`config.mk`:
```
export PLATFORM = sky130hd
export DESIGN_NAME = shift_cmd_sequencer
export DESIGN_NICKNAME = d
export VERILOG_FILES = /design/src/rtl/shift_pkg.sv /design/src/rtl/barrel_shifter.sv /design/src/rtl/shift_cmd_sequencer.sv
export SDC_FILE = /design/constraint.sdc
export NUM_CORES = 1
export LEC_CHECK = 0
export ABC_CLOCK_PERIOD_IN_PS = 3260
export CAP_MARGIN = 20
export CORE_UTILIZATION = 59
export DETAILED_ROUTE_END_ITERATION = 10
export PLACE_DENSITY = 0.81
export SLEW_MARGIN = 20
export SYNTH_ARGS = -nofsm -noshare
export SYNTH_HDL_FRONTEND = slang
export SYNTH_SLANG_ARGS = --single-unit
```
`constraint.sdc`:
```
create_clock -name clk -period 3.26 [get_ports clk]
set_input_delay 0.489 -clock clk [delete_from_list [all_inputs] [get_ports clk]]
set_output_delay 0.489 -clock clk [all_outputs]
set_load 0.03 [all_outputs]
```
`src/rtl/shift_pkg.sv`:
```
// Shared types and constants for the shift command path.
// Command bundle layout matches the barrel_shifter port encoding.
package shift_pkg;

   localparam int DATA_W = 32;
   localparam int AMT_W = 5;

   localparam logic SHIFT_LEFT = 1'b0;
   localparam logic SHIFT_RIGHT = 1'b1;

   typedef struct packed {
      logic sel;
      logic [AMT_W-1:0] amt;
      logic [DATA_W-1:0] data;
   } shift_cmd_t;

endpackage

```
`src/rtl/barrel_shifter.sv`:
```
// Combinational 32-bit logical barrel shifter.
// sel = 0 shifts left, sel = 1 shifts right with zero fill.
module barrel_shifter
   import shift_pkg::*;
(
   input  logic [DATA_W-1:0] data_in,
   input  logic [AMT_W-1:0]  shift_amt,
   input  logic              sel,
   output logic [DATA_W-1:0] data_out
);

   // Select direction; amount 0 passes data through in both modes
   always_comb begin
      data_out = data_in;
      if (sel == SHIFT_RIGHT) begin
         data_out = data_in >> shift_amt;
      end else begin
         data_out = data_in << shift_amt;
      end
   end

endmodule

```
`src/rtl/shift_cmd_sequencer.sv`:
```
// Command FIFO feeding a barrel shifter, with a registered result
// stage and a count of results consumed downstream.
module shift_cmd_sequencer
   import shift_pkg::*;
#(
   parameter int DEPTH = 4,
   parameter int CNT_W = 16
) (
   input  logic                   clk,
   input  logic                   rst,
   input  logic                   in_valid,
   output logic                   in_ready,
   input  logic [31:0]            in_data,
   input  logic [4:0]             in_amt,
   input  logic                   in_sel,
   output logic                   out_valid,
   input  logic                   out_ready,
   output logic [31:0]            out_data,
   output logic [$clog2(DEPTH):0] level,
   output logic [CNT_W-1:0]       ops_done
);

   localparam int PTR_W = $clog2(DEPTH);
   localparam int LVL_W = PTR_W + 1;
   localparam logic [LVL_W-1:0] FULL_LVL = LVL_W'(DEPTH);

   shift_cmd_t mem_q [DEPTH];
   shift_cmd_t cmd_in;
   shift_cmd_t head;

   logic [PTR_W-1:0]  wr_ptr_q, wr_ptr_d;
   logic [PTR_W-1:0]  rd_ptr_q, rd_ptr_d;
   logic [LVL_W-1:0]  count_q, count_d;
   logic              out_valid_q, out_valid_d;
   logic [DATA_W-1:0] out_data_q, out_data_d;
   logic [CNT_W-1:0]  ops_q, ops_d;
   logic [DATA_W-1:0] shifted;
   logic              push, pop, full, empty, consume;

   assign head = mem_q[rd_ptr_q];

   barrel_shifter u_shift (
      .data_in   (head.data),
      .shift_amt (head.amt),
      .sel       (head.sel),
      .data_out  (shifted)
   );

   // Handshake decode, pointer/count/output/counter next-state
   always_comb begin
      cmd_in = '{sel: in_sel, amt: in_amt, data: in_data};
      full = (count_q == FULL_LVL);
      empty = (count_q == '0);
      push = in_valid && !full;
      consume = out_valid_q && out_ready;
      pop = !empty && (!out_valid_q || out_ready);

      wr_ptr_d = wr_ptr_q;
      rd_ptr_d = rd_ptr_q;
      count_d = count_q;
      out_valid_d = out_valid_q;
      out_data_d = out_data_q;
      ops_d = ops_q;

      if (push) wr_ptr_d = wr_ptr_q + PTR_W'(1);
      if (pop) rd_ptr_d = rd_ptr_q + PTR_W'(1);

      if (push && !pop) begin
         count_d = count_q + LVL_W'(1);
      end else if (pop && !push) begin
         count_d = count_q - LVL_W'(1);
      end

      if (pop) begin
         out_valid_d = 1'b1;
         out_data_d = shifted;
      end else if (consume) begin
         out_valid_d = 1'b0;
      end

      if (consume) ops_d = ops_q + CNT_W'(1);
   end

   // Control and output registers, cleared by synchronous reset
   always_ff @(posedge clk) begin
      if (rst) begin
         wr_ptr_q <= '0;
         rd_ptr_q <= '0;
         count_q <= '0;
         out_valid_q <= 1'b0;
         out_data_q <= '0;
         ops_q <= '0;
      end else begin
         wr_ptr_q <= wr_ptr_d;
         rd_ptr_q <= rd_ptr_d;
         count_q <= count_d;
         out_valid_q <= out_valid_d;
         out_data_q <= out_data_d;
         ops_q <= ops_d;
      end
   end

   // Command storage; contents survive reset, only pointers clear
   always_ff @(posedge clk) begin
      if (push && !rst) mem_q[wr_ptr_q] <= cmd_in;
   end

   assign in_ready = !full;
   assign out_valid = out_valid_q;
   assign out_data = out_data_q;
   assign level = count_q;
   assign ops_done = ops_q;

endmodule

```
==> qor.csv <==
metric,value,unit
status,finished clean,
maximum clock rate,317,MHz
xor and xnor area share after synthesis,1.22,%
R2R depth,7,
Synth cell types,56,
"Primary FF master, synth",edfxtp_1,
Syn Inst Count,954,
Placed Cells,1331,
Vias/cell,6.87,
routability cong.,1.03,
Nets,1145,
clk root buf,clkbuf_16,
largest family of logic cells by synthesized area,multiplexers,
Std-Cell Rows,50,
DRC errors left,0,
Synth top area share,39.7,%
Sequential Power Share,23.7,%
Comb power frac,58.4,%
power per cell area,1020,mW/mm^2
Syn-to-layout area delta,21.5,%
Tmin final,3150,ps
Final Cycle Share,96.7,%
CTS Buffer Depth,3,
max-cap viol count,0,
CP endpoint kind,register,
Worst Tran Pin Value,789,ps
clock buffer count from CTS,23,
clk slew on worst S/H paths,60,ps
CTS Sinks,210,
first-pass GRT wire length,56900,um
area of the die,0.0200,sq mm
synth top area cells,"edfxtp_1 40%, dfxtp_1 10%, mux4_2 9.6%",
diode count,0,
Final Skew,15.5,ps
Synth Area in Simple Gates,9.41,%
Lkg Pwr,0.00489,uW
initial antenna violation count,0,
ys async rst share,0,%
Switching Fraction,44.3,%
Finished Layout Cells,1370,
CP startpoint kind,register,
"area leader, netlist",edfxtp_1,
Die Ht,142,um
CTS tree,yes,
Die Wd,142,um
register area share after synthesis,49.8,%
WL/cell,27.8,um
Fin. Hold Viols,0,
DP HPWL,26600,um
Final setup viols,0,
"Clk Latency, worst-skew pair",530,ps
maximum vdd drop,0.622,mV
crit path kind,reg -> reg,
area of the core,0.0189,sq mm
hold buffer count at cts,0,
IO Port Bufs,94,
Vias,9416,
largest net degree at the start of global routing,58,
mux cell area share after synthesis,23.4,%
number of global-route vias before repair,9095,
Psw,6330,uW
Starting Density,60.8,%
hold depth,2,
Iter 0 DRT Violations,1195,
critical path required time,3650,ps
Crit Path Max Fanout,15,
Tot GR Track Use,38.6,%
total negative slack,0,ps
Post-Syn Nets,1003,
RSZ-0062 raised after global routing,no,
ratio of cells with drive above 1 in the final layout,22.3,%
Ports,95,
CP arrival,3550,ps
adder-cell share of the synthesized area,0.828,%
H-tree levels,1,
syn avg cell area,12.0,sq um
GRT Residual Overflow,0,
Synth Area in Compound Gates,12.1,%
1st-pass router iterations,5,
clock share of power,17.9,%
Ys Warns,0,
HP Class,reg -> reg,
total wire length,38100,um
Synth Cell Area,0.0115,sq mm
Yosys reg bits,210,
Final Slew Violations,0,
DRT antenna net count,0,
Worst slew margin,46.8,%
Post-synth EDFFs,152,
cell-internal power,7950,uW
## flip-flops by register name (all words and copies together), names as in the netlist, named ones only
signal / flops
mem_q: 152
out_valid: 1
out_data: 32
rd_ptr_q: 2
wr_ptr_q: 2
level: 3
ops_done: 16
## per-stage QoR
stage	hold WS (ps)	total power [uW]	area, sq um	util [%]	setup WS [ps]
finish	494	14300	14000	73.9	108
global route	504	14700	14000	73.9	29.3
CTS	494	14000	14000	73.8	64.3
detailed placement	492	11400	13200	70.0	84.6
global placement	468	11400	13200	70.0	18.7
floorplan	469	8360	11500	-	663
## path summary, 6_finish.rpt
check	startpoint	endpoint	slack, ps
min reg2reg	ops_done[15]	ops_done[15]	490
max reg2reg	register	out_data[4]	110
min	ops_done[15]	ops_done[15]	490
max	register	out_data[4]	110
## cell usage in the layout, fill, tap and decap left out, types with 9 or more instances in the layout
cell | synthesis | final
o22ai_1 | 19 | 19
nand3_1 | 9 | 9
mux2_2 | 57 | 57
a22oi_1 | 14 | 14
clkdlybuf4s50_1 | 0 | 93
o211ai_1 | 11 | 11
o21ai_0 | 40 | 40
xor2_1 | 13 | 13
mux4_2 | 49 | 48
nor2_1 | 94 | 94
nand2_1 | 68 | 68
buf_4 | 7 | 84
a21oi_1 | 26 | 25
a211oi_1 | 36 | 36
nor3_1 | 13 | 13
edfxtp_1 | 152 | 152
nand2b_1 | 9 | 9
a311oi_1 | 9 | 9
dfxtp_1 | 58 | 56
clkbuf_16 | 0 | 23
mux2i_1 | 84 | 84
## synthesized netlist by cell type (24+ instances only)
cell      instances
a21oi_1          26
dfxtp_1          58
edfxtp_1        152
mux4_2           49
nor2_1           94
buf_2            24
mux2_2           57
o21ai_0          40
a211oi_1         36
mux2i_1          84
clkbuf_1         30
nand2_1          68
## cell families after synthesis
family / count (synthesis)
flops: 210
xor+xnor: 16
compound gates: 205
mux: 199
fa+ha+maj: 7
buf+inv: 77
simple gates: 240
## what timing repair did
action                                  in CTS  in global routing
endpoints found under the setup margin       0                  4
buffers inserted                             0                  0
hold endpoints to repair                     0                  0
resized for setup                            0                  4
## routing by layer
metal	track usage, %	up-vias	wire length (um)
met1	50.2	4550	14300
li1	-	4008	-
met4	18.8	0	2020
met3	7.80	149	3960
met2	62.3	709	17800
met5	0	-	0
## final cells by class
class	count	area, sq um
multi-input cells	667	5420
clock buffers	26	587
inverters	8	30.0
repair buffers	186	1730
clock inverters	13	139
flip-flops and latches	210	5730
well taps	260	325
fillers	1288	4940
## worst max-delay path, cell delays in order, from the launching register on
cell and delay, ps:
dfxtp_2 450, mux4_2 740, buf_4 250, mux2_1 330, mux2i_1 340, nor2_1 110
a2111oi_1 610, a31oi_1 150
## power by group through the flow
stage                     combinational [uW]  sequential [uW]  clock [uW]
after floorplan                         4650             3710           0
after global placement                  7970             3410           0
after detailed placement                7970             3430           0
after CTS                               8030             3380        2570
after global routing                    8650             3420        2670
final                                   8340             3380        2560
Note: power is estimated with default switching activity, not from simulation.
